$ cat src/rtl/loader_uart_pkg.sv
// Shared definitions for the loader UART link (transmit streamer and receiver).
// State encoding includes PARITY, used only when UART_PARITY_EN is defined.
package loader_uart_pkg;

   typedef enum logic [2:0] {
      ST_IDLE   = 3'd0,
      ST_START  = 3'd1,
      ST_DATA   = 3'd2,
      ST_PARITY = 3'd3,
      ST_STOP   = 3'd4
   } uart_state_e;

   localparam logic        UART_IDLE_LVL = 1'b1;
   localparam int unsigned BITS_PER_CHAR = 8;
   localparam int unsigned FIFO_ENTRY_W  = 9;

   typedef struct packed {
      logic       last;
      logic [7:0] data;
   } fifo_entry_t;

   // Legal byte enables are contiguous from bit0 and non-empty.
   function automatic logic keep_contiguous(input logic [3:0] keep);
      return (keep == 4'b0001) || (keep == 4'b0011) ||
             (keep == 4'b0111) || (keep == 4'b1111);
   endfunction

endpackage

$ cat src/rtl/uart_tx_serializer.sv
// Baud counter, frame FSM and shift register for one UART character (8N1).
// Defining UART_PARITY_EN inserts an even-parity bit between DATA and STOP.
module uart_tx_serializer
   import loader_uart_pkg::*;
#(
   parameter int unsigned CLKS_PER_BIT = 868
) (
   input  logic       clk,
   input  logic       rst,
   input  logic       tx_en_i,
   input  logic [7:0] byte_i,
   input  logic       last_i,
   input  logic       valid_i,
   output logic       ready_c_o,
   output logic       busy_c_o,
   output logic       tx_o,
   output logic       frame_done_o,
   output logic       frame_last_o
);

   localparam int unsigned CW = (CLKS_PER_BIT > 2) ? $clog2(CLKS_PER_BIT) : 1;
   localparam int unsigned IW = $clog2(BITS_PER_CHAR);

   uart_state_e              state_q;
   logic [CW-1:0]            cnt_q;
   logic [IW-1:0]            idx_q;
   logic [BITS_PER_CHAR-1:0] shift_q;
   logic                     last_q;
   logic                     bit_end_c;
   logic                     take_c;
`ifdef UART_PARITY_EN
   logic                     par_q;
`endif

   assign bit_end_c = (cnt_q == CW'(CLKS_PER_BIT - 1));
   // A new byte is taken from idle or on the final cycle of STOP, so frames abut.
   assign ready_c_o = tx_en_i &
                      ((state_q == ST_IDLE) | ((state_q == ST_STOP) & bit_end_c));
   assign take_c    = ready_c_o & valid_i;
   assign busy_c_o  = (state_q != ST_IDLE);

   always_ff @(posedge clk) begin
      if (rst) begin
         state_q      <= ST_IDLE;
         cnt_q        <= '0;
         idx_q        <= '0;
         shift_q      <= '0;
         last_q       <= 1'b0;
         tx_o         <= UART_IDLE_LVL;
         frame_done_o <= 1'b0;
         frame_last_o <= 1'b0;
`ifdef UART_PARITY_EN
         par_q        <= 1'b0;
`endif
      end else begin
         frame_done_o <= 1'b0;
         frame_last_o <= 1'b0;
         cnt_q        <= bit_end_c ? '0 : cnt_q + CW'(1);

         if (take_c) begin
            state_q <= ST_START;
            cnt_q   <= '0;
            tx_o    <= 1'b0;
            shift_q <= byte_i;
            last_q  <= last_i;
`ifdef UART_PARITY_EN
            par_q   <= ^byte_i;
`endif
         end

         case (state_q)
            ST_IDLE: begin
               if (!take_c) begin
                  cnt_q <= '0;
               end
            end
            ST_START: begin
               if (bit_end_c) begin
                  state_q <= ST_DATA;
                  idx_q   <= '0;
                  tx_o    <= shift_q[0];
               end
            end
            ST_DATA: begin
               if (bit_end_c) begin
                  if (idx_q == IW'(BITS_PER_CHAR - 1)) begin
`ifdef UART_PARITY_EN
                     state_q <= ST_PARITY;
                     tx_o    <= par_q;
`else
                     state_q <= ST_STOP;
                     tx_o    <= UART_IDLE_LVL;
`endif
                  end else begin
                     idx_q   <= idx_q + IW'(1);
                     shift_q <= shift_q >> 1;
                     tx_o    <= shift_q[1];
                  end
               end
            end
`ifdef UART_PARITY_EN
            ST_PARITY: begin
               if (bit_end_c) begin
                  state_q <= ST_STOP;
                  tx_o    <= UART_IDLE_LVL;
               end
            end
`endif
            ST_STOP: begin
               if (bit_end_c) begin
                  frame_done_o <= 1'b1;
                  frame_last_o <= last_q;
                  if (!take_c) begin
                     state_q <= ST_IDLE;
                  end
               end
            end
            default: begin
               state_q <= ST_IDLE;
               tx_o    <= UART_IDLE_LVL;
            end
         endcase
      end
   end

endmodule

$ cat src/rtl/uart_tx_streamer.sv
// Word-stream to UART transmitter: unpacker, byte FIFO, serializer and counters.
// Defining UART_PARITY_EN selects 8E1 frames in the serializer.
module uart_tx_streamer
   import loader_uart_pkg::*;
#(
   parameter int unsigned CLKS_PER_BIT = 868,
   parameter int unsigned FIFO_DEPTH   = 16
) (
   input  logic        clk,
   input  logic        rst,
   input  logic [31:0] s_data,
   input  logic [3:0]  s_keep,
   input  logic        s_valid,
   input  logic        s_last,
   output logic        s_ready,
   input  logic        tx_en,
   output logic        uart_tx,
   output logic        busy,
   output logic        done,
   output logic [15:0] byte_count
);

   localparam int unsigned AW = $clog2(FIFO_DEPTH);
   localparam logic [AW:0] FULL_CNT = (AW + 1)'(FIFO_DEPTH);

   fifo_entry_t   mem_q [FIFO_DEPTH];
   logic [AW-1:0] wr_ptr_q;
   logic [AW-1:0] rd_ptr_q;
   logic [AW:0]   cnt_q;

   logic [31:0]   hold_data_q;
   logic [3:0]    hold_keep_q;
   logic          hold_last_q;
   logic          hold_v_q;
   logic          s_ready_q;

   logic          busy_q;
   logic          done_q;
   logic          pend_done_q;
   logic [15:0]   byte_count_q;

   logic          fifo_empty_c;
   logic          fifo_full_c;
   logic          push_c;
   logic          pop_c;
   logic          accept_c;
   logic          drained_c;
   fifo_entry_t   push_entry_c;
   fifo_entry_t   head_c;

   logic          ser_ready_c;
   logic          ser_busy_c;
   logic          frame_done;
   logic          frame_last;

   assign fifo_empty_c = (cnt_q == '0);
   assign fifo_full_c  = (cnt_q == FULL_CNT);
   assign pop_c        = ser_ready_c & ~fifo_empty_c;
   assign push_c       = hold_v_q & (~fifo_full_c | pop_c);
   assign accept_c     = s_valid & s_ready_q;
   assign drained_c    = fifo_empty_c & ~hold_v_q & ~ser_busy_c;
   assign head_c       = mem_q[rd_ptr_q];
   // Only the word's final enabled byte carries the stream's last flag.
   assign push_entry_c = '{last: hold_last_q & ~hold_keep_q[1], data: hold_data_q[7:0]};

   // Byte FIFO storage (no reset needed on the data array).
   always_ff @(posedge clk) begin
      if (push_c) begin
         mem_q[wr_ptr_q] <= push_entry_c;
      end
   end

   // FIFO pointers and occupancy.
   always_ff @(posedge clk) begin
      if (rst) begin
         wr_ptr_q <= '0;
         rd_ptr_q <= '0;
         cnt_q    <= '0;
      end else begin
         if (push_c) begin
            wr_ptr_q <= wr_ptr_q + AW'(1);
         end
         if (pop_c) begin
            rd_ptr_q <= rd_ptr_q + AW'(1);
         end
         case ({push_c, pop_c})
            2'b10:   cnt_q <= cnt_q + (AW + 1)'(1);
            2'b01:   cnt_q <= cnt_q - (AW + 1)'(1);
            default: cnt_q <= cnt_q;
         endcase
      end
   end

   // Unpacker: one word held, one byte shifted out per push.
   always_ff @(posedge clk) begin
      if (rst) begin
         hold_data_q <= '0;
         hold_keep_q <= '0;
         hold_last_q <= 1'b0;
         hold_v_q    <= 1'b0;
         s_ready_q   <= 1'b0;
      end else begin
         if (push_c) begin
            hold_data_q <= hold_data_q >> 8;
            hold_keep_q <= hold_keep_q >> 1;
            if (!hold_keep_q[1]) begin
               hold_v_q  <= 1'b0;
               s_ready_q <= 1'b1;
            end
         end else if (!hold_v_q) begin
            s_ready_q <= 1'b1;
         end
         if (accept_c && keep_contiguous(s_keep)) begin
            hold_data_q <= s_data;
            hold_keep_q <= s_keep;
            hold_last_q <= s_last;
            hold_v_q    <= 1'b1;
            s_ready_q   <= 1'b0;
         end
      end
   end

   // Status: byte counter, done pulse (including empty last words), busy.
   always_ff @(posedge clk) begin
      if (rst) begin
         byte_count_q <= '0;
         done_q       <= 1'b0;
         pend_done_q  <= 1'b0;
         busy_q       <= 1'b0;
      end else begin
         done_q <= 1'b0;
         busy_q <= ~fifo_empty_c | hold_v_q | ser_busy_c;
         if (frame_done) begin
            byte_count_q <= byte_count_q + 16'd1;
            if (frame_last) begin
               done_q <= 1'b1;
            end
            if (pend_done_q && drained_c) begin
               done_q      <= 1'b1;
               pend_done_q <= 1'b0;
            end
         end
         // An empty last word ends the stream once earlier bytes have left the line.
         if (accept_c && s_last && (s_keep == 4'd0)) begin
            if (drained_c) begin
               done_q <= 1'b1;
            end else begin
               pend_done_q <= 1'b1;
            end
         end
      end
   end

   uart_tx_serializer #(
      .CLKS_PER_BIT (CLKS_PER_BIT)
   ) u_serializer (
      .clk          (clk),
      .rst          (rst),
      .tx_en_i      (tx_en),
      .byte_i       (head_c.data),
      .last_i       (head_c.last),
      .valid_i      (~fifo_empty_c),
      .ready_c_o    (ser_ready_c),
      .busy_c_o     (ser_busy_c),
      .tx_o         (uart_tx),
      .frame_done_o (frame_done),
      .frame_last_o (frame_last)
   );

   assign s_ready    = s_ready_q;
   assign busy       = busy_q;
   assign done       = done_q;
   assign byte_count = byte_count_q;

endmodule

$ cat config.mk
export PLATFORM = sky130hd
export DESIGN_NAME = uart_tx_streamer
export DESIGN_NICKNAME = d
export VERILOG_FILES = /design/src/rtl/loader_uart_pkg.sv /design/src/rtl/uart_tx_serializer.sv /design/src/rtl/uart_tx_streamer.sv
export SDC_FILE = /design/constraint.sdc
export NUM_CORES = 1
export LEC_CHECK = 0
export BUFFER_PORTS_ARGS = -buffer_cell sky130_fd_sc_hd__buf_2
export CORE_ASPECT_RATIO = 0.6
export CORE_MARGIN = 8
export CORE_UTILIZATION = 60
export DETAILED_ROUTE_END_ITERATION = 6
export GPL_ROUTABILITY_DRIVEN = 0
export GPL_TIMING_DRIVEN = 0
export PLACE_DENSITY_LB_ADDON = 0.08
export SYNTH_ARGS = -nofsm -noshare
export SYNTH_HDL_FRONTEND = slang
export SYNTH_SLANG_ARGS = --single-unit
$ cat constraint.sdc
create_clock -name clk -period 3.7 [get_ports clk]
set_input_delay 0.185 -clock clk [delete_from_list [all_inputs] [get_ports clk]]
set_output_delay 0.185 -clock clk [all_outputs]
set_load 0.01 [all_outputs]
==> results of run 1 <==
## critical path: stages (launching register included)
cell and delay, ns:
dfxtp_1 0.37, ha_1 0.22, or3b_4 0.43, o31ai_4 0.37
nand4_1 0.30, inv_1 0.23, ha_1 0.29, nor2b_1 0.15
o21a_1 0.20, or3_1 0.35, o221a_2 0.28, a211oi_1 0.19
## metal layers
layer / up-vias / global-route usage [%] / part of all wire (%)
met4: 0 / 4.585 / 1.4
met2: 339 / 32.81 / 43
met5: - / 0 / 0
met1: 3364 / 35.27 / 47
met3: 37 / 3.821 / 8.8
li1: 3116 / - / -
## layout by cell type (no fill, tap or decap), types with 3 or more instances in the layout
cell type / count
dlygate4sd3_1: 23
nor2_1: 83
nor3_1: 13
inv_1: 10
xnor2_1: 13
clkinv_2: 3
ha_1: 12
a22oi_1: 3
mux2i_1: 6
a311oi_1: 29
or3_1: 5
o211ai_1: 3
dfxtp_1: 102
a21oi_1: 28
clkinv_1: 3
nor2b_1: 6
a211oi_1: 3
o21ai_0: 8
buf_1: 4
nor4_1: 3
buf_2: 69
xor2_1: 15
mux4_2: 42
nand4_1: 10
o21a_1: 3
edfxtp_1: 144
a221oi_1: 4
clkbuf_1: 31
nand2_1: 103
and2_1: 3
a311oi_2: 6
and3_1: 19
nand3_1: 22
clkbuf_16: 23
## how the worst max path moves through the flow
stage / start / to / slack, ns / depth (start not counted)
6_report: u_serializer.cnt_q[0]$_SDFF_PP0_ / cnt_q[4]$_SDFFE_PP0P_ / 0.24 / 11
5_1_grt: u_serializer.cnt_q[0]$_SDFF_PP0_ / cnt_q[4]$_SDFFE_PP0P_ / 0.08 / 11
2_1_floorplan: u_serializer.cnt_q[0]$_SDFF_PP0_ / cnt_q[4]$_SDFFE_PP0P_ / 0.65 / 11
3_5_place_dp: u_serializer.cnt_q[0]$_SDFF_PP0_ / cnt_q[4]$_SDFFE_PP0P_ / 0.30 / 11
3_3_place_gp: u_serializer.cnt_q[0]$_SDFF_PP0_ / mem_q[3][4]$_DFFE_PP_ / 0.18 / 5
4_1_cts: u_serializer.cnt_q[0]$_SDFF_PP0_ / cnt_q[4]$_SDFFE_PP0P_ / 0.29 / 11
## kinds of logic after synthesis
family,synth area share [%]
AND/OR/NAND/NOR,13.03
flip-flops,63.06
AO/OA/AOI/OAI,7.660
buffers and inverters,2.169
multiplexers,9.965
XOR/XNOR,2.429
adder cells (fa/ha/maj),1.686
## stage by stage
step / area (um2) / hold WS [ns] / setup WS [ns]
2_1_floorplan: 10090 / 0.3210 / 0.6499
3_3_place_gp: 10680 / 0.4297 / 0.1838
3_5_place_dp: 10680 / 0.4408 / 0.2989
4_1_cts: 11590 / 0.003482 / 0.2949
5_1_grt: 11590 / 0.01367 / 0.08453
6_report: 11590 / 0.02321 / 0.2355
## flip-flops by register name, indices dropped and copies added, names as in the netlist, 3 cells and up, named ones only
name,flops
u_serializer.cnt_q,10
wr_ptr_q,4
byte_count,16
hold_data_q,32
u_serializer.state_q,3
mem_q,144
cnt_q,5
rd_ptr_q,4
u_serializer.idx_q,3
u_serializer.shift_q,8
hold_keep_q,3
## power groups by stage
| stage | clock network (mW) | registers, mW | logic (mW) |
|---|---|---|---|
| floorplan | 0 | 3.11 | 0.840 |
| global placement | 0 | 3.13 | 1.09 |
| detailed placement | 0 | 3.13 | 1.13 |
| CTS | 2.21 | 3.07 | 1.15 |
| global route | 2.33 | 3.09 | 1.25 |
| finish | 2.19 | 3.08 | 1.15 |
## final cells by class
type / instances / area, um2
clock buffer: 28 / 614.3
clock inverter: 9 / 66.31
multi-input combinational: 475 / 3515
inverter: 10 / 37.54
buffer: 43 / 181.4
tap: 228 / 285.3
timing repair buffer: 82 / 525.5
fill: 1131 / 4760
sequential: 246 / 6366
==> results.sh, run 1 <==
export IMPL_worst_pin_slew_ns=1.097
export IMPL_yosysTopAreaCell="edfxtp_1"
export IMPL_stdcell_count=1121
export IMPL_peakVddDrop_mv=0.3492
export IMPL_powerDensity_nw_per_um2=553.4
export IMPL_yosys_top_cells_count="144 x edfxtp_1, 103 x nand2_1, 102 x dfxtp_1"
export IMPL_crit_arrival_ns=3.88
export IMPL_hold_path_class="primary input to flop"
export IMPL_combPwrFrac_pct=17.9
export IMPL_dp_hpwl_um=16740
export IMPL_p_int_mw=4.721
export IMPL_routed_wirelength_um=23820
export IMPL_yosys_warnings=0
export IMPL_overflow=0
export IMPL_status="complete, no violations"
export IMPL_hold_path_endpoint="hold_data_q[0]$_SDFFE_PP0P_"
export IMPL_track_usage_pct=22.62
export IMPL_syn_area_per_cell_um2=13.04
export IMPL_root_buffer="clkbuf_16"
export IMPL_r2r_end="cnt_q[4]$_SDFFE_PP0P_"
export IMPL_power_share_clock_pct=34.1
export IMPL_dp_cells=1061
export IMPL_p_leak_nw=3.975
export IMPL_antenna_cells=0
export IMPL_end_kind="flop"
export IMPL_cts_tree="built"
export IMPL_p_seq_share_pct=48.0
export IMPL_synth_seq_cells=246
export IMPL_final_setup_viol_count=0
export IMPL_p_sw_share_pct=26.41
export IMPL_setup_worst_path_class="flop to flop"
export IMPL_synthMostInstantiatedCell="edfxtp_1"
export IMPL_reg2reg_depth=11
export IMPL_post_cts_resized=0
export IMPL_hold_depth=3
export IMPL_finalHoldViolCount=0
export IMPL_cts_made_buffers=22
export IMPL_initial_core_util_pct=61.74
export IMPL_slew_viol_final=0
export IMPL_r2r_slack_ns=0.24
export IMPL_cp_max_fo=8
export IMPL_ys_seq_area_share_pct=63.06
export IMPL_cts_hold_buffers_added=23
export IMPL_grt_pass1_vias=6868
export IMPL_ios=61
export IMPL_port_buffers=59
export IMPL_synthCells=774
export IMPL_finalSetupTns_ns=0
export IMPL_rows=36
export IMPL_antenna_found_initial=1
export IMPL_wl_per_cell_um=21.25
export IMPL_final_util_pct=70.89
export IMPL_ys_flop_type="edfxtp_1"
export IMPL_die_area_um2=21370
export IMPL_power_switching_mw=1.694
export IMPL_finClkSkew_ns=0.01078
export IMPL_ys_types=59
export IMPL_reg2reg_from="u_serializer.cnt_q[0]$_SDFF_PP0_"
export IMPL_core_area_um2=16350
export IMPL_drive_gt1_share_pct=17.58
export IMPL_worstSkewPairLatency_ns=0.50
export IMPL_post_cts_buffers=0
export IMPL_fp_dieW_um=183.5
export IMPL_start_kind="flop"
export IMPL_grt_pass1_wl_um=37520
export IMPL_syn_area_um2=10090
export IMPL_num_vias=6856
export IMPL_relSlewSlack_pct=26.71
export IMPL_grt_max_degree=18
export IMPL_dr_pass1_iters=6
export IMPL_drc_errors=0
export IMPL_ant_nets=0
export IMPL_area_growth_pct=14.82
export IMPL_power_mw=6.415
export IMPL_period_needed_ns=3.464
export IMPL_drt_iter0_markers=833
export IMPL_fmaxAchievable_mhz=288.6
export IMPL_cp_required_ns=4.11
export IMPL_syn_nets=828
export IMPL_rsz0062_at_grt="false"
export IMPL_synth_area_top_cells="edfxtp_1 43%, dfxtp_1 20%, mux4_2 9.4%"
export IMPL_htree_levels=1
export IMPL_nNetsFinal=934
export IMPL_clk_pin_slew_ns=0.07
export IMPL_vias_per_cell=6.116
export IMPL_clock_sinks=246
export IMPL_min_from="s_data[0]"
export IMPL_dieHeight_um=116.5
export IMPL_cts_buffer_depth=3
export IMPL_maxCapViolations=0
export IMPL_synth_edf_count=144
export IMPL_async_flop_share_pct=0
export IMPL_post_route_period_util_pct=93.63
export IMPL_synth_top_area_share_pct=42.84
Note: power is estimated with default switching activity, not from simulation.
==> run 2: changes to the inputs <==
--- a/config.mk
+++ b/config.mk
@@ -8,11 +8,12 @@
 export BUFFER_PORTS_ARGS = -buffer_cell sky130_fd_sc_hd__buf_2
 export CORE_ASPECT_RATIO = 0.6
 export CORE_MARGIN = 8
-export CORE_UTILIZATION = 60
+export CORE_UTILIZATION = 50
 export DETAILED_ROUTE_END_ITERATION = 6
 export GPL_ROUTABILITY_DRIVEN = 0
 export GPL_TIMING_DRIVEN = 0
 export PLACE_DENSITY_LB_ADDON = 0.08
+export REMOVE_ABC_BUFFERS = 1
 export SYNTH_ARGS = -nofsm -noshare
 export SYNTH_HDL_FRONTEND = slang
 export SYNTH_SLANG_ARGS = --single-unit
==> run 2 against run 1 <==
Non-clock buffer count decreased by 23. Sequential cell count unchanged. Register-to-register slack got worse by 0.02 ns. Count of clock-buffer cells in the layout decreased by 4. Worst setup slack got worse by 0.017 ns. Die area increased by 18%. Combinational power decreased by 9%. Highest routed layer unchanged.
==> results.sh, run 2 (synthesis results as in run 1) <==
export IMPL_status="complete, no violations"
export IMPL_largest_reg_flops=144
export IMPL_ant_nets=0
export IMPL_end_kind="flop"
export IMPL_final_setup_viol_count=0
export IMPL_layout_common_cells="144 x edfxtp_1, 103 x nand2_1, 100 x dfxtp_1"
export IMPL_root_buffer="clkbuf_16"
export IMPL_cts_tree="built"
export IMPL_overflow=0
export IMPL_pre_cts_slack_ns=-0.1496
export IMPL_track_usage_pct=17.91
export IMPL_dp_hpwl_um=14640
export IMPL_crit_arrival_ns=3.63
export IMPL_crit_chain="ha_1, or3b_4, nor4_2, o21a_2, and3_1"
export IMPL_cp_max_fo=42
export IMPL_reg2reg_depth=5
export IMPL_path_depth=5
export IMPL_p_leak_nw=4.070
export IMPL_relSlewSlack_pct=20.38
export IMPL_drt_iter0_markers=507
export IMPL_port_buffers=60
export IMPL_cp_required_ns=3.84
export IMPL_wl_per_cell_um=19.68
export IMPL_ios=61
export IMPL_powerDensity_nw_per_um2=576.3
export IMPL_crit_path_start="u_serializer.cnt_q[0]$_SDFF_PP0_"
export IMPL_num_vias=6689
export IMPL_initial_core_util_pct=50.68
export IMPL_fmaxAchievable_mhz=287.2
export IMPL_worst_pin_slew_ns=1.192
export IMPL_crit_family="simple AND/OR/NAND/NOR gates"
export IMPL_cpPeakStageDelay_ns=0.74
export IMPL_nNetsFinal=913
export IMPL_htree_levels=1
export IMPL_grt_pass1_vias=6440
export IMPL_drive_gt1_share_pct=19.27
export IMPL_finalSetupTns_ns=0
export IMPL_post_route_period_util_pct=94.10
export IMPL_area_growth_pct=17.87
export IMPL_r2r_end="mem_q[13][0]$_DFFE_PP_"
export IMPL_clk_pin_slew_ns=0.07
export IMPL_setup_worst_path_class="flop to flop"
export IMPL_antenna_found_initial=1
export IMPL_die_area_um2=25140
export IMPL_vias_per_cell=5.811
export IMPL_final_setup_worst_slack_ns=0.2182
export IMPL_start_kind="flop"
export IMPL_slew_viol_final=0
export IMPL_clock_sinks=246
export IMPL_fp_dieW_um=199.4
export IMPL_worst_path_buf_inv=0
export IMPL_rsz0062_at_grt="false"
export IMPL_finClkSkew_ns=0.01697
export IMPL_period_needed_ns=3.482
export IMPL_cts_buffer_depth=3
export IMPL_rows=40
export IMPL_dieHeight_um=126.1
export IMPL_maxCapViolations=0
export IMPL_largest_register="mem_q"
export IMPL_drc_errors=0
export IMPL_finalHoldViolCount=0
export IMPL_peakVddDrop_mv=0.3607
export IMPL_endpoint="mem_q[13][0]$_DFFE_PP_"
export IMPL_timing_hold_ws_ns=0.07463
export IMPL_routed_wirelength_um=22660
export IMPL_r2r_slack_ns=0.22
export IMPL_cts_made_buffers=24
export IMPL_worstSkewPairLatency_ns=0.53
export IMPL_layout_commonest_cell="edfxtp_1"
export IMPL_core_area_um2=19920
export IMPL_hold_path_class="primary input to flop"
export IMPL_reg2reg_from="u_serializer.cnt_q[0]$_SDFF_PP0_"
export IMPL_dr_pass1_iters=5
export IMPL_grt_max_degree=92
export IMPL_crit_slowest_cell="and3_1"
export IMPL_grt_pass1_wl_um=35620
==> run 2: cell type report <==
cell class,count,area [um2]
fill,1552,8020
sequential,246,6369
multi-input combinational,475,3520
timing repair buffer,102,749.5
clock buffer,24,600.6
tap,273,341.6
clock inverter,20,279.0
inverter,10,37.54
antenna,1,2.502
==> run 2: metrics by stage <==
step                instance area (um2)  instances  power [mW]  utilization [%]
floorplan                          9913        731       3.908                -
global placement                  10560       1064       4.167            52.99
detailed placement                10650       1069       4.215            53.44
CTS                               11900       1150       6.920            59.72
global route                      11900       1151       7.154            59.74
finish                            11900       1151       6.858            59.74
==> run 2: where the power goes <==
part | internal (mW) | total (mW) | switching [mW]
combinational | 0.504 | 1.05 | 0.548
clock | 1.62 | 2.67 | 1.05
sequential | 2.98 | 3.13 | 0.152
==> run 2: what timing repair did <==
action | CTS | global route
endpoints found under the hold margin | 37 | 0
endpoints found under the setup margin | 126 | 0
buffers inserted | 0 | 0
resized for setup | 1 | 0
hold buffers | 37 | 0
==> run 2: worst register-to-register path: stages, from the launching register on <==
cell and delay [ns]:
dfxtp_1 0.38, ha_1 0.23, or3b_4 0.44, nor4_2 0.57, o21a_2 0.73, and3_1 0.76
==> run 2: how the worst min path moves through the flow <==
stage	start	end	slack [ns]	cells after the start
2_1_floorplan	rst	u_serializer.shift_q[1]$_SDFF_PP0_	0.25	1
3_3_place_gp	s_data[30]	hold_data_q[30]$_SDFFE_PP0P_	0.43	3
3_5_place_dp	s_data[27]	hold_data_q[27]$_SDFFE_PP0P_	0.44	3
4_1_cts	s_keep[0]	pend_done_q$_SDFF_PP0_	0.03	4
5_1_grt	s_keep[0]	pend_done_q$_SDFF_PP0_	0.1	4
6_report	s_keep[0]	pend_done_q$_SDFF_PP0_	0.07	4
==> run 2: routing by layer <==
layer  vias up  track usage (%)  share of wire, %
met5         -                0                 0
met4         0            3.750               1.5
met3        36            3.484               6.4
met2       215            26.67                45
met1      3353            26.88                47
li1       3085                -                 -
